`config.mk`:
```
export PLATFORM = sky130hd
export DESIGN_NAME = uart_cmd_frame_tx_flat
export DESIGN_NICKNAME = d
export VERILOG_FILES = /design/src/rtl/uart_cmd_frame_tx_if.sv /design/src/rtl/uart_cmd_frame_tx.sv /design/src/flat_wrapper.sv
export SDC_FILE = /design/constraint.sdc
export NUM_CORES = 1
export LEC_CHECK = 0
export ABC_AREA = 1
export CORE_MARGIN = 3
export CORE_UTILIZATION = 59
export CTS_CLUSTER_DIAMETER = 80
export DETAILED_ROUTE_END_ITERATION = 10
export GPL_ROUTABILITY_DRIVEN = 1
export PLACE_DENSITY_LB_ADDON = 0.2
export SYNTH_ARGS = -nofsm -noshare
export SYNTH_HDL_FRONTEND = slang
export SYNTH_SLANG_ARGS = --single-unit
```
`constraint.sdc`:
```
create_clock -name uart_clk -period 3.2 [get_ports uart_clk]
set_clock_uncertainty 0.2 [all_clocks]
set_input_delay 0.32 -clock uart_clk [delete_from_list [all_inputs] [get_ports uart_clk]]
set_output_delay 0.32 -clock uart_clk [all_outputs]
set_load 0.05 [all_outputs]
```
`src/rtl/uart_cmd_frame_tx_if.sv`:
```
// Command handshake bundle between a host driver and uart_cmd_frame_tx.
// The inj_perr field exists only when UART_CMD_TX_PERR_INJ_EN is defined.
interface uart_cmd_frame_tx_if #(
    parameter int DATA_WIDTH = 8
);
    logic                  cmd_valid;
    logic                  cmd_ready;
    logic [1:0]            cmd_type;
    logic [DATA_WIDTH-1:0] arg0;
    logic [DATA_WIDTH-1:0] arg1;
    logic [DATA_WIDTH-1:0] arg2;
    logic                  par_en;
    logic                  par_typ;
`ifdef UART_CMD_TX_PERR_INJ_EN
    logic                  inj_perr;
`endif

    modport master (
        output cmd_valid, cmd_type, arg0, arg1, arg2, par_en, par_typ,
`ifdef UART_CMD_TX_PERR_INJ_EN
        output inj_perr,
`endif
        input  cmd_ready
    );

    modport slave (
        input  cmd_valid, cmd_type, arg0, arg1, arg2, par_en, par_typ,
`ifdef UART_CMD_TX_PERR_INJ_EN
        input  inj_perr,
`endif
        output cmd_ready
    );
endinterface

```
`src/rtl/uart_cmd_frame_tx.sv`:
```
// Serializes one accepted command into its sequence of UART frames on tx_out.
// Optional feature: UART_CMD_TX_PERR_INJ_EN adds inj_perr to invert every parity bit of a command.
module uart_cmd_frame_tx #(
    parameter int DATA_WIDTH = 8,
    parameter int PRESCALE   = 8,
    parameter int GAP_BITS   = 1
) (
    input  logic               uart_clk,
    input  logic               rst,
    uart_cmd_frame_tx_if.slave cmd,
    output logic               tx_out,
    output logic               busy,
    output logic               frame_done
);
    localparam int PW = (PRESCALE > 1) ? $clog2(PRESCALE) : 1;
    localparam int BW = (DATA_WIDTH > 1) ? $clog2(DATA_WIDTH) : 1;
    localparam int GW = (GAP_BITS > 1) ? $clog2(GAP_BITS) : 1;

    typedef enum logic [2:0] {
        IDLE   = 3'd0,
        START  = 3'd1,
        DATA   = 3'd2,
        PARITY = 3'd3,
        STOP   = 3'd4,
        GAP    = 3'd5
    } state_t;

    state_t                state_r;
    logic [PW-1:0]         presc_r;
    logic [BW-1:0]         bit_idx_r;
    logic [GW-1:0]         gap_cnt_r;
    logic [1:0]            frame_idx_r;
    logic [1:0]            cmd_type_r;
    logic [DATA_WIDTH-1:0] arg0_r;
    logic [DATA_WIDTH-1:0] arg1_r;
    logic [DATA_WIDTH-1:0] arg2_r;
    logic                  par_en_r;
    logic                  par_typ_r;
    logic [DATA_WIDTH-1:0] shift_r;
    logic                  tx_out_r;
    logic                  busy_r;
    logic                  frame_done_r;
`ifdef UART_CMD_TX_PERR_INJ_EN
    logic                  inj_r;
`endif

    logic                  accept_s;
    logic                  bit_end_s;
    logic                  frame_end_s;
    logic                  last_frame_s;
    logic                  par_bit_s;
    logic [DATA_WIDTH-1:0] cur_byte_s;

    function automatic logic parity_bit(input logic [DATA_WIDTH-1:0] b, input logic odd);
        return odd ? ~^b : ^b;
    endfunction

    function automatic logic [1:0] last_frame_idx(input logic [1:0] t);
        case (t)
            2'd0:    return 2'd2;
            2'd1:    return 2'd1;
            2'd2:    return 2'd3;
            2'd3:    return 2'd1;
            default: return 2'd1;
        endcase
    endfunction

    function automatic logic [DATA_WIDTH-1:0] header_byte(input logic [1:0] t);
        case (t)
            2'd0:    return DATA_WIDTH'(8'hAA);
            2'd1:    return DATA_WIDTH'(8'hBB);
            2'd2:    return DATA_WIDTH'(8'hCC);
            2'd3:    return DATA_WIDTH'(8'hDD);
            default: return DATA_WIDTH'(8'hAA);
        endcase
    endfunction

    assign cmd.cmd_ready = ~busy_r & ~rst;
    assign accept_s      = cmd.cmd_valid & cmd.cmd_ready;
    assign bit_end_s     = (state_r != IDLE) && (presc_r == PW'(PRESCALE - 1));
    assign frame_end_s   = bit_end_s &&
                           (((state_r == STOP) && (GAP_BITS == 0)) ||
                            ((state_r == GAP) && (gap_cnt_r == GW'(GAP_BITS - 1))));
    assign last_frame_s  = (frame_idx_r == last_frame_idx(cmd_type_r));

`ifdef UART_CMD_TX_PERR_INJ_EN
    assign par_bit_s = parity_bit(cur_byte_s, par_typ_r) ^ inj_r;
`else
    assign par_bit_s = parity_bit(cur_byte_s, par_typ_r);
`endif

    // Byte carried by the current frame: header first, then the operands in order.
    always_comb begin
        cur_byte_s = arg0_r;
        case (frame_idx_r)
            2'd0:    cur_byte_s = header_byte(cmd_type_r);
            2'd1:    cur_byte_s = arg0_r;
            2'd2:    cur_byte_s = arg1_r;
            2'd3:    cur_byte_s = arg2_r;
            default: cur_byte_s = arg0_r;
        endcase
    end

    // Frame sequencer; tx_out_r always holds the bit named by state_r.
    always_ff @(posedge uart_clk or posedge rst) begin
        if (rst) begin
            state_r      <= IDLE;
            presc_r      <= PW'(0);
            bit_idx_r    <= BW'(0);
            gap_cnt_r    <= GW'(0);
            frame_idx_r  <= 2'd0;
            cmd_type_r   <= 2'd0;
            arg0_r       <= DATA_WIDTH'(0);
            arg1_r       <= DATA_WIDTH'(0);
            arg2_r       <= DATA_WIDTH'(0);
            par_en_r     <= 1'b0;
            par_typ_r    <= 1'b0;
            shift_r      <= DATA_WIDTH'(0);
            tx_out_r     <= 1'b1;
            busy_r       <= 1'b0;
            frame_done_r <= 1'b0;
`ifdef UART_CMD_TX_PERR_INJ_EN
            inj_r        <= 1'b0;
`endif
        end else begin
            frame_done_r <= (state_r == STOP) && bit_end_s;
            if (state_r == IDLE) begin
                tx_out_r <= 1'b1;
                if (accept_s) begin
                    cmd_type_r  <= cmd.cmd_type;
                    arg0_r      <= cmd.arg0;
                    arg1_r      <= cmd.arg1;
                    arg2_r      <= cmd.arg2;
                    par_en_r    <= cmd.par_en;
                    par_typ_r   <= cmd.par_typ;
`ifdef UART_CMD_TX_PERR_INJ_EN
                    inj_r       <= cmd.inj_perr;
`endif
                    state_r     <= START;
                    tx_out_r    <= 1'b0;
                    busy_r      <= 1'b1;
                    presc_r     <= PW'(0);
                    bit_idx_r   <= BW'(0);
                    gap_cnt_r   <= GW'(0);
                    frame_idx_r <= 2'd0;
                end
            end else if (!bit_end_s) begin
                presc_r <= presc_r + PW'(1);
            end else begin
                presc_r <= PW'(0);
                if (frame_end_s) begin
                    if (last_frame_s) begin
                        state_r  <= IDLE;
                        busy_r   <= 1'b0;
                        tx_out_r <= 1'b1;
                    end else begin
                        state_r     <= START;
                        frame_idx_r <= frame_idx_r + 2'd1;
                        tx_out_r    <= 1'b0;
                    end
                end else begin
                    case (state_r)
                        START: begin
                            state_r   <= DATA;
                            bit_idx_r <= BW'(0);
                            tx_out_r  <= cur_byte_s[0];
                            shift_r   <= {1'b0, cur_byte_s[DATA_WIDTH-1:1]};
                        end
                        DATA: begin
                            if (bit_idx_r == BW'(DATA_WIDTH - 1)) begin
                                state_r  <= par_en_r ? PARITY : STOP;
                                tx_out_r <= par_en_r ? par_bit_s : 1'b1;
                            end else begin
                                bit_idx_r <= bit_idx_r + BW'(1);
                                tx_out_r  <= shift_r[0];
                                shift_r   <= {1'b0, shift_r[DATA_WIDTH-1:1]};
                            end
                        end
                        PARITY: begin
                            state_r  <= STOP;
                            tx_out_r <= 1'b1;
                        end
                        STOP: begin
                            state_r   <= GAP;
                            gap_cnt_r <= GW'(0);
                            tx_out_r  <= 1'b1;
                        end
                        GAP: begin
                            gap_cnt_r <= gap_cnt_r + GW'(1);
                            tx_out_r  <= 1'b1;
                        end
                        default: begin
                            state_r  <= IDLE;
                            busy_r   <= 1'b0;
                            tx_out_r <= 1'b1;
                        end
                    endcase
                end
            end
        end
    end

    assign tx_out     = tx_out_r;
    assign busy       = busy_r;
    assign frame_done = frame_done_r;
endmodule

```
`src/flat_wrapper.sv`:
```
// flat-port wrapper written by rule: the top's interface ports become plain ports
module uart_cmd_frame_tx_flat 
#(
    parameter int DATA_WIDTH = 8,
    parameter int PRESCALE   = 8,
    parameter int GAP_BITS   = 1
)
  (uart_clk, rst, tx_out, busy, frame_done, cmd_cmd_valid, cmd_cmd_type, cmd_arg0, cmd_arg1, cmd_arg2, cmd_par_en, cmd_par_typ, cmd_cmd_ready);
  uart_cmd_frame_tx_if #(.DATA_WIDTH(DATA_WIDTH)) cmd_i ();
  input  logic uart_clk;
  input  logic rst;
  output logic tx_out;
  output logic busy;
  output logic frame_done;
  input wire logic [$bits(cmd_i.cmd_valid)-1:0] cmd_cmd_valid;
  input wire logic [$bits(cmd_i.cmd_type)-1:0] cmd_cmd_type;
  input wire logic [$bits(cmd_i.arg0)-1:0] cmd_arg0;
  input wire logic [$bits(cmd_i.arg1)-1:0] cmd_arg1;
  input wire logic [$bits(cmd_i.arg2)-1:0] cmd_arg2;
  input wire logic [$bits(cmd_i.par_en)-1:0] cmd_par_en;
  input wire logic [$bits(cmd_i.par_typ)-1:0] cmd_par_typ;
  output wire logic [$bits(cmd_i.cmd_ready)-1:0] cmd_cmd_ready;
  assign cmd_i.cmd_valid = cmd_cmd_valid;
  assign cmd_i.cmd_type = cmd_cmd_type;
  assign cmd_i.arg0 = cmd_arg0;
  assign cmd_i.arg1 = cmd_arg1;
  assign cmd_i.arg2 = cmd_arg2;
  assign cmd_i.par_en = cmd_par_en;
  assign cmd_i.par_typ = cmd_par_typ;
  assign cmd_cmd_ready = cmd_i.cmd_ready;
  uart_cmd_frame_tx #(.DATA_WIDTH(DATA_WIDTH), .PRESCALE(PRESCALE), .GAP_BITS(GAP_BITS)) u_core (.uart_clk(uart_clk), .rst(rst), .cmd(cmd_i), .tx_out(tx_out), .busy(busy), .frame_done(frame_done));
endmodule
```
## Word level (Yosys, flattened, before mapping)

Cells that the tools add are included.

| word-level totals | value |
|---|---|
| flip-flop bits (word level) | 51 |
| input bits | 31 |

| cells by class | value |
|---|---|
| add/subtract/negate cells | 4 |
| equality and inequality tests | 23 |
| muxes and demuxes | 46 |
| bitwise operators | 7 |
| reduce and logical (&&, ||, !) cells | 24 |

Operators by type and width:

| kind | count |
|---|---|
| case mux 8 bit (4 select lines) | 2 |
| 2-to-1 mux 3 bit | 13 |
| 2-to-1 mux 1 bit | 19 |
| case mux 8 bit (2 select lines) | 1 |
| AND reduction 4 bit | 4 |
| case mux 3 bit (5 select lines) | 1 |
| == test 3 bit (second input constant) | 4 |
| 2-to-1 mux 2 bit | 5 |
| AND reduction 5 bit | 2 |
| nonzero test 3 bit | 3 |
| == test 2 bit (second input constant) | 4 |
| 2-to-1 mux 8 bit | 1 |
| XNOR reduction 8 bit | 1 |
| XOR reduction 8 bit | 1 |
| adder 3 x 1 -> 3 bit (second input constant) | 2 |
| == test 3 x 2 -> 1 bit (second input constant) | 2 |
| inequality test 2 bit (second input constant) | 3 |
| inequality test 3 x 2 -> 1 bit (second input constant) | 2 |
| case mux 2 bit (3 select lines) | 1 |
| case mux 3 bit (2 select lines) | 1 |
| nonzero test 2 bit | 3 |
| NOT 1 bit | 5 |
| OR reduction 5 bit | 1 |
| == test 2 x 1 -> 1 bit (second input constant) | 2 |
| other kinds (15) | 21 |

## Longest topological paths before layout

Gate-level depths: netlist of run 1.

| logic depth | value |
|---|---|
| depth after elaboration | 11 |
| depth in mapped cells | 18 |
| depth with buffers taken out | 17 |

## Worst setup path before layout of run 1

Ideal clock, no wire load.

| timing | value |
|---|---|
| kind | register -> register |
| start | reg u_core.busy_r (netlist: u_core.busy) |
| end | reg u_core.state_r[2] |
| library setup time | 0.083 ns |
| arrival time | 2.307 ns |
| required time | 2.917 ns |
| setup slack | 0.611 ns |
| stages on the path, launching flop included | 8 |
| buffers on the path | 0 |
| clock period less this slack | 2.589 ns |
| cell sequence | dfrtp_1 > nor2_1 > nand2_1 > nor2_4 > nor2_2 > a211oi_4 > o21ai_0 > o21ai_0 |

| between the ends | value |
|---|---|
| word-level cells in the longest chain between the ends | 5 |

Ends and longest elaborated chain:

| item | line | RTL |
|---|---|---|
| start: declaration | uart_cmd_frame_tx.sv:41 | `logic busy_r;` |
| start signal: assignment | uart_cmd_frame_tx.sv:120 | `busy_r <= 1'b0;` |
| start signal: assignment | uart_cmd_frame_tx.sv:141 | `busy_r <= 1'b1;` |
| start signal: assignment | uart_cmd_frame_tx.sv:154 | `busy_r <= 1'b0;` |
| NOT 1 bit | uart_cmd_frame_tx.sv:78 | `assign cmd.cmd_ready = ~busy_r & ~rst;` |
| bitwise AND 1 bit | uart_cmd_frame_tx.sv:78 |  |
| via cmd_cmd_ready | flat_wrapper.sv:22 | `output wire logic [$bits(cmd_i.cmd_ready)-1:0] cmd_cmd_ready;` |
| bitwise AND 1 bit | uart_cmd_frame_tx.sv:79 | `assign accept_s = cmd.cmd_valid & cmd.cmd_ready;` |
| inequality test 2 x 1 -> 1 bit (no line) | n/a |  |
| AND reduction 4 bit (no line) | n/a |  |
| end signal: assignment | uart_cmd_frame_tx.sv:171 | `state_r <= par_en_r ? PARITY : STOP;` |
| end: declaration | uart_cmd_frame_tx.sv:28 | `state_t state_r;` |

The timed path passes the listed nets, and every way through them passes these cells.
A chain may end at the register's enable or synchronous reset.

## Worst setup path after layout of run 1

| timing | value |
|---|---|
| start | reg u_core.frame_idx_r[0] |
| end | reg u_core.tx_out_r (netlist: u_core.tx_out) |

| between the ends | value |
|---|---|
| word-level cells in the longest chain between the ends | 10 |
| elaborated cells on any way between the ends | 16 |
| classes of those cells | 4 x eq/ne; 9 x mux; 3 x reduce/logical |

Ends and longest elaborated chain:

| item | line | RTL |
|---|---|---|
| start: declaration | uart_cmd_frame_tx.sv:32 | `logic [1:0] frame_idx_r;` |
| start signal: assignment | uart_cmd_frame_tx.sv:158 | `frame_idx_r <= frame_idx_r + 2'd1;` |
| == test 2 bit, or another cell as far along | uart_cmd_frame_tx.sv:95 | `case (frame_idx_r)` |
| case mux 8 bit (4 select lines) | uart_cmd_frame_tx.sv:95 |  |
| XOR reduction 8 bit or XNOR reduction 8 bit (tied branches) | uart_cmd_frame_tx.sv:55 | `return odd ? ~^b : ^b;` |
| 2-to-1 mux 1 bit | uart_cmd_frame_tx.sv:55 |  |
| 2-to-1 mux 1 bit | uart_cmd_frame_tx.sv:172 | `tx_out_r <= par_en_r ? par_bit_s : 1'b1;` |
| 2-to-1 mux 1 bit | uart_cmd_frame_tx.sv:170 | `if (bit_idx_r == BW'(DATA_WIDTH - 1)) begin` |
| case mux 1 bit (2 select lines) | uart_cmd_frame_tx.sv:162 | `case (state_r)` |
| 2-to-1 mux 1 bit (*) | uart_cmd_frame_tx.sv:151 | `if (frame_end_s) begin` |
| 2-to-1 mux 1 bit (*) | uart_cmd_frame_tx.sv:147 | `end else if (!bit_end_s) begin` |
| 2-to-1 mux 1 bit (*) | uart_cmd_frame_tx.sv:127 | `if (state_r == IDLE) begin` |
| end signal: assignment | uart_cmd_frame_tx.sv:166 | `tx_out_r <= cur_byte_s[0];` |
| end signal: assignment | uart_cmd_frame_tx.sv:172 |  |
| end signal: assignment | uart_cmd_frame_tx.sv:175 | `tx_out_r <= shift_r[0];` |
| end: declaration | uart_cmd_frame_tx.sv:40 | `logic tx_out_r;` |

Mark *: on every way between the ends. The rest lies on a longest branch, timed or not. The select of a mux whose other input is x is not followed.

==> reports/qor.csv, run 1 <==
metric,value,unit
synth_edf_count,0,
cts_resized,0,
synth_area_leaders,"dfrtp_1, nand2_1, o21ai_0",
path_class,flop to flop,
min_period,2300,ps
synthArstFlopShare,100,%
fin_ws,901,ps
drc_errors,0,
synth_most_common_cell,nand2_1,
dpl.cell_count,455,
cts_setup_buffers,0,
synth_area,2730,sq um
avgSynthCellArea,7.27,sq um
synthCells,376,
rsz0062_at_grt,no,
fin_setup_tns,0,ps
numCtsBuffers,5,
cts_buffer_depth,2,
cts-hold-fix-buffers,0,
dp_slack,790,ps
power_switching_share,46.4,%
antenna_found_initial,0,
start_kind,flop,
vias,2391,
status,"complete, no violations",
switchingPower,1430,uW
wire_per_inst,12.2,um
drt_iter0_drc,179,
required,3240,ps
timing.fmax,435,MHz
track_usage,22.9,%
power_frac_seq,36.0,%
num_antenna_cells,0,
first_pass_iters,5,
tightest_slew,525,ps
cp-end-kind,flop,
die_x,74.1,um
synth_common_cells,"nand2_1, dfrtp_1, inv_1, nor2_1, o21ai_0",
place_congestion,0.881,
vdd_drop_max,0.701,mV
synth_cell_types,30,
grt_pass1_vias,2238,
clockPowerShare,12.0,%
yosysSeqAreaShare,45.8,%
grt_max_degree,27,
finalSetupViolCount,0,
placed_area,3120,sq um
die_y,74.1,um
final_area,3210,sq um
finalHoldViolations,0,
grt_pass1_wl,9780,um
path_clk_slew,90,ps
fin_nets,449,
p_int,1650,uW
final_max_slew_viol_count,0,
crit_path_max_fanout,12,
power_density,960,nW/um^2
fp.dieArea,5490,sq um
p_leak,0.00169,uW
clockRootBuffer,clkbuf_8,
synth_area_leader_cell,dfrtp_1,
syn2layout_area_growth,17.4,%
yosys.area.top_type_share,44.9,%
htreeDepth,2,
row_count,24,
cap_violations,0,
tritoncts,yes,
syn-num-nets,415,
cts_sinks,50,
drtAntennaViolNets,0,
start_util,61.9,%
timing.slew.headroom,65.0,%
gr-total-overflow,0,
drive_gt1_share,7.30,%
ys_ff_latch,50,
yosys_warnings,0,
ios,35,
pwr-share-comb,51.9,%
routed_wl,5640,um
crit_arrival,2340,ps
ys.flop_type,dfrtp_1,
port_buffers,34,
min_path_type,input port to asynchronous set/reset pin,
core,4410,sq um
stdcell_count,463,
via_per_inst,5.16,
hold_slack,215,ps
clk_latency,300,ps
timing.final.crit_share,71.9,%
dpl.hpwl,4350,um
worst max-delay path: stages, from the launching register on:
cell and delay, ps:
dfrtp_1 450, inv_1 90, ha_1 210, inv_1 260, nand2_1 100, nor2_1 200
inv_1 70, nand2_1 60, nand2_1 80, inv_1 80, nand2_1 50, nand2_1 50
nand3_1 60, nand3_1 70, nand2_1 50, nand2_1 50, nand2_1 40, nand2_1 60
metrics by stage:
stage	total power [uW]	utilization, %
2_1_floorplan	2340	-
3_3_place_gp	2650	70.6
3_5_place_dp	2720	70.6
4_1_cts	3090	72.7
5_1_grt	3410	72.7
6_report	3080	72.7
logic make-up (layout without fill, tap and decap cells):
logic type	after synthesis	in the layout	share of synthesized area, %
compound gates	37	37	7.92
xor+xnor	2	2	0.641
fa+ha+maj	8	8	3.66
buf+inv	41	76	5.95
flops	50	50	45.8
simple gates	238	238	36.0
layout make-up:
| class | count | area [sq um] |
|---|---|---|
| multi-input combinational | 285 | 1320 |
| inverter | 31 | 119 |
| clock inverter | 1 | 5.00 |
| fill | 344 | 1200 |
| timing repair buffer | 37 | 363 |
| clock buffer | 7 | 86.3 |
| sequential | 50 | 1250 |
| tap | 52 | 65.1 |
registers in the layout, summed over array words and instances, names as in the netlist:
signal	cells
u_core.arg2_r	8
u_core.arg1_r	8
u_core.frame_idx_r	2
u_core.frame_done	1
u_core.arg0_r	8
u_core.par_en_r	1
u_core.par_typ_r	1
u_core.state_r	3
u_core.tx_out	1
u_core.shift_r	7
u_core.busy	1
u_core.gap_cnt_r	1
u_core.presc_r	3
u_core.cmd_type_r	2
u_core.bit_idx_r	3
power by group through the flow:
stage                     sequential (uW)  clock [uW]  combinational, uW
after floorplan                      1120           0               1220
after global placement               1110           0               1540
after detailed placement             1120           0               1600
after CTS                            1110         380               1600
after global routing                 1140         405               1860
final                                1110         371               1600
metal layers:
metal | part of all wire [%] | global-route usage, % | wire (um)
met4 | 0.92 | 5.84 | 52
met2 | 47 | 36.4 | 2640
met5 | 0 | 0 | 0
met1 | 47 | 32.6 | 2670
met3 | 4.9 | 4.05 | 278
worst paths after layout:
check / cells after the start / start / endpoint / slack, ps
max: 17 / u_core.frame_idx_r[0] / u_core.tx_out / 900
min: 2 / rst / u_core.presc_r[2] / 220
max reg2reg: 17 / u_core.frame_idx_r[0] / u_core.tx_out / 900
min reg2reg: 2 / u_core.arg2_r[1] / u_core.arg2_r[1] / 280
max in group asynchronous: 3 / rst / u_core.arg1_r[5] / 1870
min in group uart_clk: 2 / u_core.arg2_r[1] / u_core.arg2_r[1] / 280
cell usage in the layout, fill, tap and decap left out:
cell type / n
nor2_4: 1
nor2_2: 3
buf_4: 3
xor2_1: 2
nor3_2: 1
inv_2: 7
a31oi_1: 1
clkdlybuf4s50_1: 34
o211ai_1: 1
clkbuf_1: 1
clkbuf_8: 6
nand3_1: 15
inv_4: 1
ha_1: 8
dfstp_2: 1
a211oi_4: 1
dfrtp_1: 49
clkinv_2: 1
nand2_2: 1
nor2_1: 24
o21ai_0: 22
nor2_8: 1
a211oi_1: 1
o21a_1: 1
nand2_1: 185
inv_1: 23
nor3_4: 2
nand4_1: 1
o21ai_1: 4
o31ai_2: 1
nor3_1: 4
a21oi_1: 5
Power figures use the tool's default switching activity.
==> inputs of run 2 (changes only) <==
--- a/config.mk
+++ b/config.mk
@@ -7,7 +7,7 @@
 export LEC_CHECK = 0
 export ABC_AREA = 1
 export CORE_MARGIN = 3
-export CORE_UTILIZATION = 59
+export CORE_UTILIZATION = 50
 export CTS_CLUSTER_DIAMETER = 80
 export DETAILED_ROUTE_END_ITERATION = 10
 export GPL_ROUTABILITY_DRIVEN = 1
==> constraint.sdc (replaced) <==
create_clock -name uart_clk -period 2 [get_ports uart_clk]
set_clock_uncertainty 0.2 [all_clocks]
set_input_delay 0.2 -clock uart_clk [delete_from_list [all_inputs] [get_ports uart_clk]]
set_output_delay 0.2 -clock uart_clk [all_outputs]
set_load 0.05 [all_outputs]
==> reports/qor.csv, run 2 (synthesized netlist as in run 1, its figures left out) <==
metric,value,unit,change
status,"complete, but fails checks",,
violations,setup timing,,
fp.dieArea,6390,sq um,+16%
place_congestion,0.889,,+0.95%
required,2050,ps,-1190 ps
first_pass_iters,4,,-1
rsz0062_at_grt,yes,,
power_density,1640,nW/um^2,+71%
path_class,flop to flop,,
final_common_cell,nand2_1,,
num_antenna_cells,0,,unchanged
grt_pass1_vias,2363,,+5.6%
via_per_inst,5.00,,-3.2%
die_x,79.9,um,+7.9%
timing.slew.headroom,67.1,%,+2.2 points
timing.fmax,494,MHz,+14%
fin_setup_tns,-25.6,ps,-25.6 ps
cpMostUsedCell,nand2_1,,
p_leak,0.00190,uW,+12%
wire_per_inst,12.4,um,+1.5%
cts_sinks,50,,unchanged
drc_errors,0,,unchanged
most-common-layout-cells,"nand2_1, dfrtp_1, clkdlybuf4s50_1",,
row_count,26,,+8.3%
vias,2559,,+7.0%
drt_iter0_drc,150,,-16%
grt_pass1_wl,10400,um,+6.8%
fin_ws,-25.6,ps,-926 ps
tightest_slew,492,ps,-33.2 ps
r2r_start,u_core.frame_idx_r[0],,
min_path_type,input port to asynchronous set/reset pin,,
clockRootBuffer,clkbuf_8,,
worstRegToRegCells,17,,unchanged
placed_area,3330,sq um,+6.9%
finalSetupViolCount,1,,+1
finalHoldViolations,0,,unchanged
cts_buffer_depth,2,,unchanged
htreeDepth,2,,unchanged
drive_gt1_share,27.6,%,+20 points
largestRegisters,"u_core.arg0_r: 8 flops, u_core.arg1_r: 8 flops, u_core.arg2_r: 8 flops",,
timing.final.crit_share,101,%,+29 points
path_cells,inv_4 > ha_4 > inv_6 > nand2_2 > nor2_2 > nand2_2 > nand2_2 > nand2_2 > nand2_1 > nand2_2 > nand2_1 > nand2_1 > nand3_2 > nand2_1 > nand2_1 > nand2_1 > nand2_1,,
start_util,52.5,%,-9.4 points
gr-total-overflow,0,,unchanged
routed_wl,6330,um,+12%
core,5200,sq um,+18%
crit_arrival,2080,ps,-260 ps
syn2layout_area_growth,38.3,%,
track_usage,20.9,%,-2.0 points
startpoint,u_core.frame_idx_r[0],,
cp_slowest_cell,dfrtp_2,,
start_kind,flop,,
path_clk_slew,90,ps,about the same
crit_path_max_fanout,10,,-2
port_buffers,34,,unchanged
cp-end-kind,flop,,
ios,35,,unchanged
drtAntennaViolNets,0,,unchanged
tritoncts,yes,,
fillers,397,,+15%
grt_max_degree,33,,+22%
final_max_slew_viol_count,0,,unchanged
die_y,79.9,um,+7.9%
clk_latency,310,ps,about the same
min_period,2030,ps,-274 ps
cap_violations,0,,unchanged
numCtsBuffers,5,,unchanged
final_area,3780,sq um,+18%
final_util,72.6,%,-0.084 points
vdd_drop_max,1.04,mV,+48%
antenna_found_initial,0,,unchanged
dpl.hpwl,4380,um,+0.65%
crit_path_max_incr_delay,460,ps,about the same
fin_nets,481,,+7.1%
-- run 2: per-stage QoR --
stage / total power [uW] / hold slack (ps) / instances / setup WS (ps)
finish: 6210 / 65.9 / 512 / -25.6
global route: 6800 / 87.5 / 512 / -239
CTS: 5430 / 67.6 / 498 / 17.9
detailed placement: 4710 / 253 / 491 / -170
global placement: 4630 / 251 / 491 / -80.1
floorplan: 3770 / 117 / 376 / 3.44
-- run 2: repair_timing --
item,in CTS,in global routing
gates cloned,0,1
hold buffers,0,0
setup buffers,0,13
setup endpoints to repair,1,39
resized for setup,20,56
pin swaps,0,26
-- run 2: critical path, delay by kind of cell (launching register included) --
kind                     cells  cell delay (ps)
AND/OR/NAND/NOR             14              940
buffers and inverters        2              180
flip-flops                   1              460
adder cells (fa/ha/maj)      1              180
-- run 2: worst paths after layout --
kind	end	slack, ps
max	u_core.tx_out	-30
min	u_core.par_typ_r	70
max reg2reg	u_core.tx_out	-30
min reg2reg	u_core.shift_r[3]	270
max in group asynchronous	u_core.state_r[2]	1030
min in group uart_clk	u_core.arg0_r[7]	220
-- run 2: metal layers --
layer	track usage, %	wire, um
met5	0	0
met4	5.91	63
met3	5.19	232
met2	33.9	3170
met1	27.6	2860
-- run 2: power breakdown --
group          internal, uW  switching (uW)
clock                   235             320
sequential             1460             372
combinational          1680            2140
-- run 2: cell type report --
| cell class | count | area [sq um] | area share [%] |
|---|---|---|---|
| clock buffers | 5 | 68.8 | 1.82 |
| clock inverters | 2 | 10.0 | 0.265 |
| inverters | 31 | 131 | 3.48 |
| multi-input cells | 285 | 1560 | 41.3 |
| flip-flops and latches | 50 | 1260 | 33.3 |
| well taps | 70 | 87.6 | 2.32 |
| repair buffers | 68 | 657 | 17.4 |
| repair inverters | 1 | 7.51 | 0.199 |
==> inputs of run 3 (changes only) <==
--- a/config.mk
+++ b/config.mk
@@ -6,12 +6,13 @@
 export NUM_CORES = 1
 export LEC_CHECK = 0
 export ABC_AREA = 1
+export CORE_ASPECT_RATIO = 0.8
 export CORE_MARGIN = 3
 export CORE_UTILIZATION = 50
 export CTS_CLUSTER_DIAMETER = 80
 export DETAILED_ROUTE_END_ITERATION = 10
 export GPL_ROUTABILITY_DRIVEN = 1
-export PLACE_DENSITY_LB_ADDON = 0.2
+export PLACE_DENSITY_LB_ADDON = 0.1
 export SYNTH_ARGS = -nofsm -noshare
 export SYNTH_HDL_FRONTEND = slang
 export SYNTH_SLANG_ARGS = --single-unit
==> reports/qor.csv, run 3 (synthesized netlist as in run 1, its figures left out) <==
metric,value,unit,change
placed_area,3330,sq um,about the same
path_class,flop to flop,,
port_buffers,34,,unchanged
power_switching_share,45.1,%,-0.47 points
grtUsageMet3,3.86,%,-1.3 points
first_pass_iters,4,,unchanged
path_clk_slew,90,ps,about the same
start_kind,flop,,
power_frac_seq,28.9,%,-0.6 points
gr-total-overflow,0,,unchanged
p_leak,0.00192,uW,+0.70%
cts_buffer_depth,2,,unchanged
num_antenna_cells,0,,unchanged
cp-end-kind,flop,,
routed_wl,6810,um,+7.6%
fin_nets,487,,+1.2%
ios,35,,unchanged
timing.final.crit_share,103,%,+2.0 points
core,5150,sq um,-1.0%
grt_pass1_wl,11100,um,+6.3%
row_count,23,,-12%
die_x,88.7,um,+11%
die_y,72.1,um,-9.8%
cp_slowest_cell,dfrtp_1,,
vias,2575,,+0.63%
cpMostUsedCell,nand2_1,,
power_density,1670,nW/um^2,+1.3%
use_met2,33.8,%,-0.085 points
final_max_slew_viol_count,0,,unchanged
crit_path_max_fanout,8,,-2
most-common-layout-cells,"nand2_1, dfrtp_1, clkdlybuf4s50_1, buf_4, nand2_2",,
largestRegisters,"u_core.arg0_r: 8 flops, u_core.arg1_r: 8 flops, u_core.arg2_r: 8 flops",,
drc_errors,0,,unchanged
rsz0062_at_grt,yes,,
via_per_inst,5.04,,+0.82%
tightest_slew,495,ps,+2.89 ps
grt_max_degree,33,,unchanged
min_path_type,input port to asynchronous set/reset pin,,
timing.slew.headroom,66.9,%,-0.19 points
tritoncts,yes,,
pwr-share-comb,61.3,%,-0.2 points
final_area,3790,sq um,+0.33%
place_congestion,0.873,,-1.8%
fin_ws,-66.3,ps,-40.7 ps
finalSetupViolCount,1,,unchanged
p_int,3470,uW,+2.6%
grt_pass1_vias,2445,,+3.5%
cts-hold-fix-buffers,0,,unchanged
fp.dieArea,6400,sq um,about the same
met1_usage,31.7,%,+4.0 points
drt_iter0_drc,150,,unchanged
vdd_drop_max,0.890,mV,-14%
switchingPower,2850,uW,+0.62%
cap_violations,0,,unchanged
required,2050,ps,about the same
min_period,2070,ps,+40.7 ps
final_common_cell,nand2_1,,
syn2layout_area_growth,38.7,%,
status,"complete, but fails checks",,
power,6320,uW,+1.7%
violations,setup timing,,
clk_latency,300,ps,about the same
busiest_layer,met2,,
timing.fmax,484,MHz,-2.0%
drive_gt1_share,26.3,%,-1.3 points
track_usage,21.9,%,+1.1 points
numCtsBuffers,5,,unchanged
start_util,53.1,%,+0.55 points
dpl.hpwl,4560,um,+4.1%
wire_per_inst,13.3,um,+7.8%
antenna_found_initial,0,,unchanged
cts_sinks,50,,unchanged
finalHoldViolations,0,,unchanged
crit_arrival,2110,ps,+30 ps
clockRootBuffer,clkbuf_8,,
crit_path_max_incr_delay,430,ps,-30 ps
htreeDepth,2,,unchanged
drtAntennaViolNets,0,,unchanged
path_cells,buf_6 > ha_4 > nand2_1 > nand2_2 > o21ai_2 > nand2_1 > nand2_2 > nand2_1 > nand2_1 > nand2_1 > nand2_1 > nand3_1 > nand2_1 > nand2_1 > nand2_1 > nand2_1,,
clockPowerShare,9.8,%,+0.9 points
-- run 3: worst paths after layout --
check                                 startpoint           endpoint  slack (ps)  cells after the start
setup reg to reg           u_core.frame_idx_r[0]      u_core.tx_out         -70                     16
hold reg to reg                 u_core.arg2_r[3]   u_core.arg2_r[3]         280                      2
min in group uart_clk                cmd_arg1[2]   u_core.arg1_r[2]         220                      3
hold / removal                               rst  u_core.shift_r[6]          90                      2
setup / recovery           u_core.frame_idx_r[0]      u_core.tx_out         -70                     16
max in group asynchronous                    rst  u_core.state_r[2]         970                      3
-- run 3: final cells by class --
class	instances	area, sq um
Multi-Input combinational cell	285	1510
Clock buffer	7	86.3
Timing Repair inverter	2	13.8
Sequential cell	50	1260
Clock inverter	1	5.00
Fill cell	390	1360
Tap cell	62	77.6
Inverter	31	134
Timing Repair Buffer	73	714
-- run 3: power groups by stage --
| stage | clock network, uW | registers [uW] | logic [uW] |
|---|---|---|---|
| final | 618 | 1830 | 3870 |
| after detailed placement | 0 | 1790 | 2960 |
| after CTS | 630 | 1810 | 3260 |
| after global placement | 0 | 1780 | 2870 |
| after global routing | 670 | 1880 | 4350 |
| after floorplan | 0 | 1790 | 1970 |
-- run 3: per-stage QoR --
stage	hold slack (ps)	setup WS (ps)	utilization, %	instances	setup TNS (ps)
after global placement	256	-135	64.7	484	-135
after detailed placement	258	-204	64.7	484	-204
final	86.2	-66.3	73.6	511	-66.3
after CTS	92.5	7.39	69.0	496	0
after floorplan	117	3.44	-	376	0
after global routing	124	-209	73.6	511	-405
-- run 3: critical path, delay by kind of cell, from the launching register on --
family	cells	cell delay, ps
adders and majority gates	1	190
and+or+nand+nor	13	850
DFF	1	430
buffers and inverters	1	150
AOI/OAI and AO/OA	1	200
-- run 3: repair_timing --
item                                    in CTS  in global routing
resized for setup                           27                 43
pin swaps                                    5                 14
buffers inserted                             5                 13
cloned                                       0                  2
endpoints found under the setup margin       1                 31
hold endpoints to repair                     0                  0
-- run 3: per-layer routing --
layer / vias to the layer above / share of wire [%]
met3: 8 / 4.1
met4: 0 / 1.4
li1: 1313 / -
met2: 53 / 46
met1: 1201 / 48
met5: - / 0
